<file path="config.mk">
export PLATFORM = sky130hd
export DESIGN_NAME = a2bus_write_capture
export DESIGN_NICKNAME = d
export VERILOG_FILES = /design/src/rtl/a2bus_write_capture.sv
export SDC_FILE = /design/constraint.sdc
export NUM_CORES = 1
export LEC_CHECK = 0
export CAP_MARGIN = 20
export CORE_MARGIN = 2
export CORE_UTILIZATION = 57
export CTS_BUF_LIST = sky130_fd_sc_hd__clkbuf_8 sky130_fd_sc_hd__clkbuf_16
export CTS_CLUSTER_DIAMETER = 80
export DETAILED_ROUTE_END_ITERATION = 7
export DONT_BUFFER_PORTS = 1
export PLACE_DENSITY = 0.82
export SYNTH_ARGS = -nofsm -noshare
export SYNTH_HDL_FRONTEND = slang
export SYNTH_SLANG_ARGS = --single-unit
</file>
<file path="constraint.sdc">
create_clock -name clk_logic_i -period 2.5 [get_ports clk_logic_i]
set_input_delay 0.25 -clock clk_logic_i [delete_from_list [all_inputs] [get_ports clk_logic_i]]
set_output_delay 0.25 -clock clk_logic_i [all_outputs]
set_load 0.01 [all_outputs]
</file>
<file path="src/rtl/a2bus_write_capture.sv">
// Captures qualifying Apple II bus cycles into a first-word-fall-through FIFO
// that a downstream consumer drains through a valid/ready handshake.
module a2bus_write_capture #(
    parameter int unsigned DEPTH         = 16,
    parameter logic [15:0] ADDR_LO       = 16'hC000,
    parameter logic [15:0] ADDR_HI       = 16'hC0FF,
    parameter bit          CAPTURE_READS = 1'b0
) (
    input  logic                     clk_logic_i,
    input  logic                     system_reset_n_i,
    input  logic [15:0]              addr_i,
    input  logic [7:0]               data_i,
    input  logic                     rw_n_i,
    input  logic                     m2sel_n_i,
    input  logic                     data_in_strobe_i,
    input  logic                     clear_i,
    input  logic                     out_ready_i,
    output logic                     out_valid_o,
    output logic                     out_rw_n_o,
    output logic [15:0]              out_addr_o,
    output logic [7:0]               out_data_o,
    output logic [$clog2(DEPTH):0]   level_o,
    output logic                     overflow_o,
    output logic [7:0]               drop_count_o
);

    localparam int unsigned PW = $clog2(DEPTH);
    localparam int unsigned LW = PW + 1;
    localparam logic [LW-1:0] FULL_LEVEL = LW'(DEPTH);

    typedef struct packed {
        logic        rw_n;
        logic [15:0] addr;
        logic [7:0]  data;
    } rec_t;

    rec_t          mem [DEPTH];
    rec_t          head;
    logic [PW-1:0] wr_ptr_q, wr_ptr_d;
    logic [PW-1:0] rd_ptr_q, rd_ptr_d;
    logic [LW-1:0] level_q, level_d;
    logic          overflow_q, overflow_d;
    logic [7:0]    drop_cnt_q, drop_cnt_d;
    logic          qualify, valid, full, push, pop, drop, write_en;

    assign qualify = data_in_strobe_i & ~m2sel_n_i
                   & (addr_i >= ADDR_LO) & (addr_i <= ADDR_HI)
                   & (~rw_n_i | CAPTURE_READS);
    assign valid    = (level_q != '0);
    assign full     = (level_q == FULL_LEVEL);
    assign pop      = valid & out_ready_i;
    // A full FIFO still accepts a record when the head leaves in the same cycle.
    assign push     = qualify & (~full | pop);
    assign drop     = qualify & full & ~pop;
    assign write_en = push & ~clear_i;

    // NOTE: every always_comb output gets a default first, so no path leaves a latch.
    always_comb begin
        wr_ptr_d   = wr_ptr_q;
        rd_ptr_d   = rd_ptr_q;
        level_d    = level_q;
        overflow_d = overflow_q;
        drop_cnt_d = drop_cnt_q;
        if (clear_i) begin
            wr_ptr_d   = '0;
            rd_ptr_d   = '0;
            level_d    = '0;
            overflow_d = 1'b0;
            drop_cnt_d = '0;
        end else begin
            if (push) wr_ptr_d = wr_ptr_q + PW'(1);
            if (pop)  rd_ptr_d = rd_ptr_q + PW'(1);
            case ({push, pop})
                2'b10:   level_d = level_q + LW'(1);
                2'b01:   level_d = level_q - LW'(1);
                default: level_d = level_q;
            endcase
            if (drop) begin
                overflow_d = 1'b1;
                if (drop_cnt_q != 8'hFF) drop_cnt_d = drop_cnt_q + 8'd1;
            end
        end
    end

    // NOTE: state uses non-blocking assignments so every flop samples pre-edge values.
    always_ff @(posedge clk_logic_i or negedge system_reset_n_i) begin
        if (!system_reset_n_i) begin
            wr_ptr_q   <= '0;
            rd_ptr_q   <= '0;
            level_q    <= '0;
            overflow_q <= 1'b0;
            drop_cnt_q <= '0;
        end else begin
            wr_ptr_q   <= wr_ptr_d;
            rd_ptr_q   <= rd_ptr_d;
            level_q    <= level_d;
            overflow_q <= overflow_d;
            drop_cnt_q <= drop_cnt_d;
        end
    end

    // NOTE: storage has no reset; level_q gates every read, so stale contents never escape.
    always_ff @(posedge clk_logic_i) begin
        if (write_en) mem[wr_ptr_q] <= '{rw_n: rw_n_i, addr: addr_i, data: data_i};
    end

    assign head         = mem[rd_ptr_q];
    assign out_valid_o  = valid;
    assign out_rw_n_o   = valid & head.rw_n;
    assign out_addr_o   = valid ? head.addr : 16'h0000;
    assign out_data_o   = valid ? head.data : 8'h00;
    assign level_o      = level_q;
    assign overflow_o   = overflow_q;
    assign drop_count_o = drop_cnt_q;

endmodule

</file>
# --- Word-level counts from Yosys, hierarchy flattened ---
# Memories as Yosys holds them, arrays and structs flattened.
# Index checks and enable logic that the tools add are counted.
totals:
  ff_bits: 22
  ram_bits: 400
  in_bits: 31
  word_cells: 55
  mem_count: 1
classes:
  n_addsub: 5
  order_cmp: 2
  n_eq_ne: 4
  muxes: 15
  bitwise: 16
  reduce_logical: 7
memory_table:
  columns: ["name", "depth", "word_bits", "read_ports", "rd_ports_with_merged_regs", "write_ports", "line", "rtl"]
  rows:
  - ["mem", 16, 25, 1, 0, 1, "37", "rec_t mem [DEPTH];"]
ops:
  columns: ["op", "n"]
  rows:
  - ["2-to-1 mux 8 bit", 4]
  - [">= comparator 16 bit (second input constant)", 1]
  - ["less-or-equal comparator 16 bit (second input constant)", 1]
  - ["2-to-1 mux 16 bit", 1]
  - ["2-to-1 mux 4 bit", 4]
  - ["AND 1 bit", 10]
  - ["case mux 5 bit (2 select lines)", 1]
  - ["adder 4 x 1 -> 4 bit (second input constant)", 2]
  - ["adder 8 x 1 -> 8 bit (second input constant)", 1]
  - ["inequality test 8 bit (second input constant)", 1]
  - ["nonzero test 2 bit", 4]
  - ["adder 5 x 1 -> 5 bit (second input constant)", 1]
  - ["== test 5 bit (second input constant)", 1]
  - ["2-to-1 mux 5 bit", 1]
  - ["NOT 1 bit", 5]
  - ["nonzero test 5 bit", 1]
  - ["subtractor 5 x 1 -> 5 bit (second input constant)", 1]
  - ["2-to-1 mux 1 bit", 4]
  - ["nonzero test 3 bit", 1]
  - ["== test 2 x 1 -> 1 bit (second input constant)", 1]
  - ["== test 2 bit (second input constant)", 1]
  - ["AND reduction 2 bit", 1]
  - ["bitwise OR 1 bit", 1]

# --- Logic depth before layout (Yosys ltp) ---
# Gate-level depths: netlist of the first run.
depth:
  ltp_word: 9
  depth_mapped: 11
  mapped_depth_nobuf: 10

# --- Worst setup path after synthesis of the first run ---
# Ideal clock, no wire load.
synth_path:
  path_kind: "input to register"
  from: "input m2sel_n_i"
  to: "memory mem[12][0] (netlist name) (enable)"
  t_arrival_ns: 2.457
  t_required_ns: 2.093
  setup_slack_ns: -0.364
  cell_stages: 6
  n_path_buf: 1
  cell_sequence: "nor4b_1 > nand4_1 > buf_2 > nor2_1 > nand2_1 > nor2_1"
synth_via:
  elab_chain_len: 9
synth_rtl:
  columns: ["element", "line", "rtl"]
  rows:
  - ["start, declared", "14", "input logic m2sel_n_i,"]
  - ["NOT 1 bit", "46", "assign qualify = data_in_strobe_i & ~m2sel_n_i"]
  - ["AND 1 bit", "46", null]
  - ["AND 1 bit (2 in series)", "47", "& (addr_i >= ADDR_LO) & (addr_i <= ADDR_HI)"]
  - ["AND 1 bit", "48", "& (~rw_n_i | CAPTURE_READS);"]
  - ["AND 1 bit", "53", "assign push = qualify & (~full | pop);"]
  - ["AND 1 bit", "55", "assign write_en = push & ~clear_i;"]
  - ["2-to-1 mux 1 bit", "104", "if (write_en) mem[wr_ptr_q] <= '{rw_n: rw_n_i, addr: addr_i, data: data_i};"]
  - ["2-to-1 mux 1 bit (not written as such)", "104", null]
  - ["end, declared", "37", null]
# No other way between the ends.

# --- Worst setup path after layout of the first run ---
layout_path:
  from: "register rd_ptr_q[0]"
  to: "output out_addr_o[10]"
layout_via:
  elab_chain_len: 2
layout_rtl:
  columns: ["element", "line", "rtl"]
  rows:
  - ["start, declared", "40", "logic [PW-1:0] rd_ptr_q, rd_ptr_d;"]
  - ["start signal, assigned", "95", "rd_ptr_q <= rd_ptr_d;"]
  - ["memory read (16 x 25 bit)", null, null]
  - ["2-to-1 mux 16 bit", "110", "assign out_addr_o = valid ? head.addr : 16'h0000;"]
  - ["end, declared", "20", "output logic [15:0] out_addr_o,"]
# No other way between the ends.

==> impl_metrics.csv, run 1 <==
group,metric,value,unit
floorplan,core_area,0.0286,mm2
pwr,internal_power,14.5,mW
pwr,clkPwrFrac,30.4,%
yosys,synth-simple-area-share,2.64,%
floorplan,fp.dieW,174,um
yosys,yosysUniqueCellTypes,44,
pwr,power.total,19.8,mW
pwr,vdd_drop_max,670,uV
sta,worst_pin_slew,0.875,ns
sta,fmax,380,MHz
yosys,synth_edf_count,400,
route,drc,0,
global_routing,grt_max_degree,51,
pwr,power_per_cell_area,984,mW/mm2
yosys,synthAdderAreaFrac,0.802,%
yosys,netlist_instances,774,
route,avgViaCountPerCell,6.51,
route,dr.first_iter.drc_count,1063,
global_routing,grt-ovfl-total,0,
pwr,combPwrFrac,30.0,%
pwr,switchingPower,5.29,mW
pwr,cellLeakagePower,6.33,nW
finish,area_growth,21.5,%
global_routing,grt_pass1_wl,56.7,mm
sta,final_hold_viol_count,0,
placement,place_congestion,0.760,
floorplan,start_util,57.8,%
global_routing,antenna_found_initial,2,
floorplan,io_pins,71,
floorplan,rows,62,
setup_path,critPathCaptureType,"primary output",
setup_path,crit_type,"flip-flop to primary output",
sta,fin_ws,-0.131,ns
sta,slew-limit-headroom,41.5,%
run_status,status,"finished, violations left",
sta,finClkSkew,0.0177,ns
clock_network,cts_made_buffers,42,
route,drtPass1Iterations,5,
floorplan,die_area,0.0304,mm2
finish,fin_nets,958,
sta,fin_crit,2.63,ns
finish,layout_commonest_cell,"edfxtp_1",
setup_path,worstPathArrival,2.38,ns
route,wl_per_cell,31.4,um
finish,fillerInstances,1604,
route,ant_nets,0,
placement,hpwl,19.5,mm
sta,period_share,105,%
finish,post-route-util,70.2,%
clock_network,cts_tree,"done",
clock_network,clock_latency,0.54,ns
yosys,synth_xor_area_share,0.847,%
sta,grt_setup_unrepaired,"true",
run,maxCapViolCount,0,
yosys,synthMuxAreaShare,17.0,%
yosys,yosysSeqAreaShare,75.9,%
yosys,syn_nets,815,
yosys,synthArstFlopShare,5.21,%
yosys,avgSynthCellArea,21.4,um2
route,num_vias,8661,
yosys,synthFlopType,"edfxtp_1",
hold_path,worst_hold_path_type,"primary input to flip-flop",
route,finalWirelength,41.8,mm
sta,fin_tns_setup,-1.47,ns
pwr,switching_share,26.7,%
setup_path,critPathLaunchType,"flip-flop",
yosys,yosysWarnings,0,
sta,finalSetupViolCount,25,
yosys,synth_compound_area_share,1.57,%
finish,drive_gt1_share,33.7,%
finish,final_cell_mix,"edfxtp_1, mux4_2, buf_4, clkbuf_16, mux2i_1",
yosys,ys_seq_elements,422,
global_routing,grt_pass1_vias,8839,
sta,maxSlewViolCount,0,
run_status,violations,"setup timing",
clock_network,root_buffer,"clkbuf_16",
yosys,netlist_area,0.0165,mm2
floorplan,die_h,174,um
yosys,synth_top_family_by_area,"multiplexers",
clock_network,cts_buffer_depth,3,
setup_path,cp.required,2.25,ns
global_routing,grtUsageTotal,26.0,%
setup_path,cp_max_fo,5,
clock_network,htreeDepth,2,
clock_network,clock-sinks,422,
clock_network,path_clk_slew,0.06,ns
placement,port_buffers,0,
pwr,pwr-share-seq,39.6,%
## final cells by class
| cell class | count | area, um2 | share of cell area [%] |
|---|---|---|---|
| timing repair buffer | 129 | 1570 | 7.82 |
| multi-input combinational | 315 | 4140 | 20.6 |
| inverter | 7 | 26.3 | 0.131 |
| sequential | 422 | 12600 | 62.5 |
| antenna | 1 | 2.50 | 0.0124 |
| clock inverter | 27 | 173 | 0.859 |
| tap | 384 | 480 | 2.39 |
| clock buffer | 46 | 1140 | 5.67 |
## synthesized netlist by cell type (7+ instances only)
master | n | area (um2)
edfxtp_1 | 400 | 12000
mux4_2 | 100 | 2250
mux2i_1 | 54 | 541
nor2_1 | 42 | 158
o22ai_1 | 25 | 156
dfrtp_1 | 22 | 551
clkbuf_1 | 19 | 71.3
buf_2 | 14 | 70.1
xnor2_1 | 13 | 114
nand2_1 | 11 | 41.3
ha_1 | 9 | 113
inv_1 | 7 | 26.3
nand3_1 | 7 | 35.0
## final timing paths
| kind | from | endpoint | slack, ns | cells past startpoint |
|---|---|---|---|---|
| max in group asynchronous | system_reset_n_i | rd_ptr_q[0]$_DFFE_PN0P_ | 1.87 | 2 |
| min in group asynchronous | system_reset_n_i | drop_count_o[1]$_DFFE_PN0P_ | 0.14 | 1 |
| min reg2reg | overflow_o$_DFFE_PN0P_ | overflow_o$_DFFE_PN0P_ | 0.60 | 2 |
| max reg2reg | level_o[1]$_DFFE_PN0P_ | level_o[4]$_DFFE_PN0P_ | 0.08 | 9 |
| max | rd_ptr_q[0]$_DFFE_PN0P_ | out_addr_o[10] | -0.13 | 6 |
| min | out_ready_i | level_o[4]$_DFFE_PN0P_ | 0.03 | 3 |
## metrics by stage
step	cell area, um2	worst slack (ns)	cells	hold slack, ns
floorplan	16600	-0.364	774	-0.0456
global placement	17800	-0.0754	1197	-0.0448
detailed placement	17800	-0.119	1197	-0.0447
CTS	19700	-0.111	1310	0.0163
global route	20100	-0.175	1330	0.0435
finish	20100	-0.131	1331	0.0277
## critical path, stage by stage (launching register included)
cell       delay (ns)
dfrtp_4          0.46
buf_12           0.18
clkbuf_16        0.18
mux4_2           0.49
mux2i_1          0.23
o22ai_2          0.15
buf_4            0.17
## metal layers
metal	vias to the layer above	share of wire [%]	track usage, %
li1	3512	-	-
met4	0	3.4	9.98
met3	97	9.9	5.51
met2	527	51	44.0
met1	4525	35	33.5
met5	-	0	0
## power groups by stage
stage	sequential, mW	clock [mW]	combinational, mW
after floorplan	7.99	0	2.81
after global placement	8.07	0	4.32
after detailed placement	8.07	0	4.35
after CTS	7.84	6.03	5.27
after global routing	7.85	6.34	6.21
final	7.84	6.01	5.93
## what timing repair did
action	CTS	global route
pin swaps	7	18
endpoints found under the setup margin	26	252
buffers inserted	8	5
hold buffers	28	0
hold endpoints to repair	444	0
resized for setup	26	25
cloned	4	14
## cells by family after synthesis
group           Yosys count
flops                   422
mux                     155
fa+ha+maj                10
buf+inv                  46
compound gates           39
xor+xnor                 16
simple gates             86
## flip-flops by register name, summed over array words and instances (netlist names)
register,flops
mem,400
drop_count_o,8
level_o,5
rd_ptr_q,4
wr_ptr_q,4
overflow_o,1
Power figures use the tool's default switching activity.
==> run 2: changes to the inputs <==
--- a/config.mk
+++ b/config.mk
@@ -13,6 +13,7 @@
 export DETAILED_ROUTE_END_ITERATION = 7
 export DONT_BUFFER_PORTS = 1
 export PLACE_DENSITY = 0.82
+export SETUP_SLACK_MARGIN = 0.02
 export SYNTH_ARGS = -nofsm -noshare
 export SYNTH_HDL_FRONTEND = slang
 export SYNTH_SLANG_ARGS = --single-unit
==> run 2 against run 1 <==
Against the previous run:
- highest routed layer unchanged
- the flow still finishes with violations (setup timing)
- power is 0.23% higher
- sequential cell count stayed put
- critical endpoint unchanged
- sequential power about the same
- cell area rose by 0.12%
- die area unchanged
- core utilization is 0.083 points higher
==> impl_metrics.csv, run 2 (synthesized netlist as in run 1, its figures left out) <==
group,metric,value,unit
global_routing,grt_pass1_vias,8837,
route,dr.first_iter.drc_count,1230,
finish,fin_nets,959,
clock_network,clock_latency,0.54,ns
sta,period_share,105,%
clock_network,cts_tree,"done",
setup_path,critPathCaptureType,"primary output",
pwr,combPwrFrac,30.1,%
setup_path,critPathLaunchType,"flip-flop",
sta,grt_setup_unrepaired,"true",
global_routing,use_met1,33.5,%
clock_network,path_clk_slew,0.06,ns
pwr,power.total,19.8,mW
pwr,power_per_cell_area,985,mW/mm2
global_routing,busiest_layer,"met2",
sta,maxSlewViolCount,0,
pwr,switchingPower,5.31,mW
route,num_vias,8692,
clock_network,cts_buffer_depth,3,
route,wl_per_cell,31.5,um
placement,dp_cells,1197,
sta,finClkSkew,0.0172,ns
global_routing,grt_util_met2,44.0,%
pwr,vdd_drop_max,670,uV
sta,fmax,381,MHz
finish,largest_reg_flops,400,
floorplan,fp.dieW,174,um
clock_network,clock-sinks,422,
finish,drive_gt1_share,33.9,%
pwr,switching_share,26.8,%
hold_path,worst_hold_path_type,"primary input to flip-flop",
floorplan,io_pins,71,
floorplan,die_h,174,um
finish,max_flop_register,"mem",
global_routing,grtUsageMet3,5.66,%
sta,worst_pin_slew,0.889,ns
floorplan,start_util,57.8,%
placement,port_buffers,0,
sta,fin_crit,2.63,ns
setup_path,cp.required,2.25,ns
route,ant_nets,0,
finish,fillerInstances,1601,
placement,place_congestion,0.760,
global_routing,grtUsageTotal,26.0,%
route,drc,0,
finish,area_growth,21.6,%
sta,finalSetupViolCount,25,
route,avgViaCountPerCell,6.53,
setup_path,worstPathArrival,2.38,ns
floorplan,core_area,0.0286,mm2
global_routing,grt_max_degree,51,
pwr,pwr-share-seq,39.5,%
finish,final_cell_mix,"edfxtp_1, mux4_2, buf_4, clkbuf_16, mux2i_1",
run,maxCapViolCount,0,
finish,layout_commonest_cell,"edfxtp_1",
pwr,internal_power,14.5,mW
floorplan,rows,62,
sta,slew-limit-headroom,40.5,%
sta,final_hold_viol_count,0,
clock_network,htreeDepth,2,
global_routing,grt-ovfl-total,0,
route,drtPass1Iterations,8,
setup_path,crit_type,"flip-flop to primary output",
sta,fin_ws,-0.128,ns
pwr,clkPwrFrac,30.4,%
run_status,status,"finished, violations left",
clock_network,cts_made_buffers,42,
floorplan,die_area,0.0304,mm2
run_status,violations,"setup timing",
route,finalWirelength,41.9,mm
global_routing,antenna_found_initial,2,
placement,hpwl,19.5,mm
setup_path,cp_max_fo,5,
finish,fin_cells,1332,
global_routing,grt_pass1_wl,56.7,mm
clock_network,root_buffer,"clkbuf_16",
pwr,cellLeakagePower,6.34,nW
==> run 2: cell types whose count changed in the layout (fill, tap and decap cells not counted), sizes merged <==
cell  previous run  this run
buf             96        97
==> run 2: power by group through the flow <==
stage | registers, mW | logic [mW] | clock network [mW]
6_report | 7.84 | 5.96 | 6.03
5_1_grt | 7.85 | 6.26 | 6.34
4_1_cts | 7.84 | 5.31 | 6.03
3_5_place_dp | 8.07 | 4.35 | 0
3_3_place_gp | 8.07 | 4.32 | 0
2_1_floorplan | 7.99 | 2.81 | 0
==> run 2: layout make-up <==
cell class	instances	area, um2	area share (%)
inverter	7	26.3	0.131
clock buffer	46	1140	5.66
sequential	422	12600	62.5
timing repair buffer	130	1580	7.86
clock inverter	27	173	0.858
antenna	1	2.50	0.0124
multi-input combinational	315	4150	20.6
tap	384	480	2.39
==> run 2: path summary, 6_finish.rpt <==
kind,slack [ns],from,cells after the start,end
max,-0.13,rd_ptr_q[0]$_DFFE_PN0P_,6,out_addr_o[10]
min in group asynchronous,0.13,system_reset_n_i,1,drop_count_o[1]$_DFFE_PN0P_
max in group asynchronous,1.88,system_reset_n_i,2,rd_ptr_q[0]$_DFFE_PN0P_
min reg2reg,0.60,overflow_o$_DFFE_PN0P_,2,overflow_o$_DFFE_PN0P_
min,0.03,out_ready_i,3,level_o[4]$_DFFE_PN0P_
max reg2reg,0.08,level_o[1]$_DFFE_PN0P_,9,level_o[4]$_DFFE_PN0P_
==> run 2: critical path: stages (launching register included) <==
cell and delay, ns:
dfrtp_4 0.46, buf_12 0.18, clkbuf_16 0.18, mux4_2 0.49, mux2i_1 0.23, o22ai_2 0.15, buf_4 0.17
==> run 2: what timing repair did <==
item	in CTS	in global routing
resized for setup	30	24
setup endpoints to repair	26	236
cloned	4	14
buffers inserted	8	6
pin swaps	7	20
hold buffers	28	0
endpoints found under the hold margin	444	0
==> run 2: per-stage QoR <==
stage / instance area [um2] / hold WS [ns] / setup WS, ns / setup TNS (ns) / utilization, %
after floorplan: 16600 / -0.0456 / -0.364 / -111.54 / -
after global placement: 17800 / -0.0448 / -0.0754 / -6.64 / 62.3
after detailed placement: 17800 / -0.0447 / -0.119 / -9.69 / 62.3
after CTS: 19700 / 0.0163 / -0.111 / -1.40 / 69.0
after global routing: 20100 / 0.0436 / -0.176 / -3.29 / 70.3
final: 20100 / 0.0273 / -0.128 / -1.39 / 70.3
==> run 2: routing by layer <==
metal | vias up | share of wire (%)
li1 | 3514 | -
met1 | 4545 | 35
met2 | 557 | 53
met3 | 76 | 10
met4 | 0 | 2.6
met5 | - | 0
==> run 3: changes to the inputs <==
--- a/config.mk
+++ b/config.mk
@@ -9,11 +9,12 @@
 export CORE_MARGIN = 2
 export CORE_UTILIZATION = 57
 export CTS_BUF_LIST = sky130_fd_sc_hd__clkbuf_8 sky130_fd_sc_hd__clkbuf_16
-export CTS_CLUSTER_DIAMETER = 80
+export CTS_CLUSTER_DIAMETER = 150
 export DETAILED_ROUTE_END_ITERATION = 7
 export DONT_BUFFER_PORTS = 1
 export PLACE_DENSITY = 0.82
 export SETUP_SLACK_MARGIN = 0.02
+export SKIP_CTS_REPAIR_TIMING = 1
 export SYNTH_ARGS = -nofsm -noshare
 export SYNTH_HDL_FRONTEND = slang
 export SYNTH_SLANG_ARGS = --single-unit
==> run 3 against run 2 <==
Against the previous run:
- the run ends with hold timing, setup timing left
- critical endpoint unchanged
- critical path type unchanged
- highest routed layer is now met5
- cell count up 0.23%
- count of clock-buffer cells in the layout unchanged
- setup slack worse by 0.030 ns
- hold slack worse by 0.039 ns
- non-clock buffer count up 1
- largest power group unchanged
==> impl_metrics.csv, run 3 (synthesized netlist as in run 1, its figures left out) <==
group,metric,value,unit
sta,finalSetupViolCount,25,
global_routing,use_met1,30.5,%
finish,fillerInstances,1596,
placement,hpwl,19.5,mm
floorplan,fp.dieW,174,um
route,ant_nets,0,
sta,maxSlewViolCount,0,
floorplan,rows,62,
finish,drive_gt1_share,34.1,%
finish,fin_nets,958,
global_routing,grtUsageTotal,23.8,%
placement,port_buffers,0,
sta,worst_pin_slew,1.07,ns
sta,hold_ws,-0.0113,ns
route,avgViaCountPerCell,6.47,
global_routing,grt_pass1_wl,52.4,mm
global_routing,grt_max_degree,51,
route,wl_per_cell,31.0,um
finish,max_flop_register,"mem",
clock_network,htreeDepth,2,
floorplan,start_util,57.8,%
clock_network,cts_tree,"done",
setup_path,crit_type,"flip-flop to primary output",
finish,largest_reg_flops,400,
run,maxCapViolCount,0,
global_routing,antenna_found_initial,4,
run_status,status,"finished, violations left",
setup_path,cpLargestDelayFamily,"buffers and inverters",
pwr,power.total,20.0,mW
route,drc,0,
global_routing,grtUsageMet3,4.66,%
pwr,vdd_drop_max,680,uV
route,drtPass1Iterations,5,
route,dr.first_iter.drc_count,1090,
setup_path,critPathLaunchType,"flip-flop",
clock_network,clock-sinks,422,
setup_path,critPathCaptureType,"primary output",
finish,layout_commonest_cell,"edfxtp_1",
pwr,power_per_cell_area,993,mW/mm2
route,num_vias,8634,
setup_path,path_cells,"buf_12 > buf_12 > clkbuf_16 > mux4_2 > mux2i_1 > o22ai_2 > buf_4",
floorplan,io_pins,71,
clock_network,cts_buffer_depth,3,
clock_network,root_buffer,"clkbuf_16",
sta,finClkSkew,0.0170,ns
clock_network,clock_latency,0.54,ns
setup_path,cp.required,2.25,ns
finish,area_growth,21.6,%
sta,final_hold_viol_count,1,
placement,place_congestion,0.760,
run_status,violations,"hold timing, setup timing",
hold_path,worst_hold_path_type,"primary input to flip-flop",
sta,fin_ws,-0.157,ns
setup_path,cp_slowest_cell,"dfrtp_4",
sta,fmax,376,MHz
setup_path,slowest_delay,0.49,ns
setup_path,cp_num_buf_inv,4,
setup_path,crit_top_cell,"buf_12",
pwr,cellLeakagePower,6.33,nW
floorplan,die_h,174,um
global_routing,grt-ovfl-total,0,
global_routing,grt_util_met2,41.0,%
global_routing,busiest_layer,"met2",
floorplan,die_area,0.0304,mm2
sta,slew-limit-headroom,28.8,%
setup_path,cp_max_fo,8,
sta,fin_crit,2.66,ns
setup_path,worstPathArrival,2.41,ns
finish,final_cell_mix,"edfxtp_1, mux4_2, buf_4, clkbuf_16, mux2i_1",
sta,period_share,106,%
route,finalWirelength,41.4,mm
clock_network,cts_made_buffers,42,
clock_network,path_clk_slew,0.06,ns
floorplan,core_area,0.0286,mm2
sta,grt_setup_unrepaired,"true",
global_routing,grt_pass1_vias,8435,
## run 3: changes by cell type in the layout (fill, tap and decap cells not counted), sizes merged
cell / before / now
diode: 1 / 5
clkbuf: 51 / 53
nor2: 51 / 49
dlygate4sd3: 28 / 27
## run 3: layer usage
layer  vias up  share of wire, %
met1      4565                36
li1       3509                 -
met5         -             0.031
met3        91               8.4
met2       467                52
met4         2               3.1
## run 3: report_power, final
| group | switching, mW | total (mW) | leakage, nW | internal, mW |
|---|---|---|---|---|
| clock | 2.57 | 6.03 | 0.671 | 3.47 |
| combinational | 2.79 | 6.09 | 1.77 | 3.30 |
| sequential | 0.0569 | 7.84 | 3.89 | 7.78 |
## run 3: worst paths after layout
kind / from / to / slack [ns] / cells after the start
worst max-delay path: rd_ptr_q[0]$_DFFE_PN0P_ / out_addr_o[10] / -0.16 / 7
worst min-delay path: out_ready_i / level_o[4]$_DFFE_PN0P_ / -0.01 / 2
worst max register to register: level_o[1]$_DFFE_PN0P_ / level_o[3]$_DFFE_PN0P_ / 0.08 / 9
worst min register to register: overflow_o$_DFFE_PN0P_ / overflow_o$_DFFE_PN0P_ / 0.60 / 2
max in group asynchronous: system_reset_n_i / rd_ptr_q[2]$_DFFE_PN0P_ / 2.17 / 2
min in group asynchronous: system_reset_n_i / wr_ptr_q[0]$_DFFE_PN0P_ / 0.17 / 2
## run 3: area by class of cell
cell class / count / area, um2 / area share [%]
clock buffers: 46 / 1140 / 5.67
multi-input cells: 313 / 4170 / 20.7
diodes: 5 / 12.5 / 0.0622
well taps: 384 / 480 / 2.39
inverters: 7 / 26.3 / 0.131
clock inverters: 27 / 173 / 0.858
repair buffers: 131 / 1540 / 7.65
flip-flops and latches: 422 / 12600 / 62.5
## run 3: stage by stage
stage               instances  area, um2  setup slack, ns  TNS [ns]  utilization [%]
finish                   1335      20100           -0.157     -2.25             70.3
global route             1334      20100           -0.218     -4.05             70.3
CTS                      1270      19100           -0.346     -7.01             66.8
detailed placement       1197      17800           -0.119     -9.69             62.3
global placement         1197      17800          -0.0754     -6.64             62.3
floorplan                 774      16600           -0.364   -111.54                -
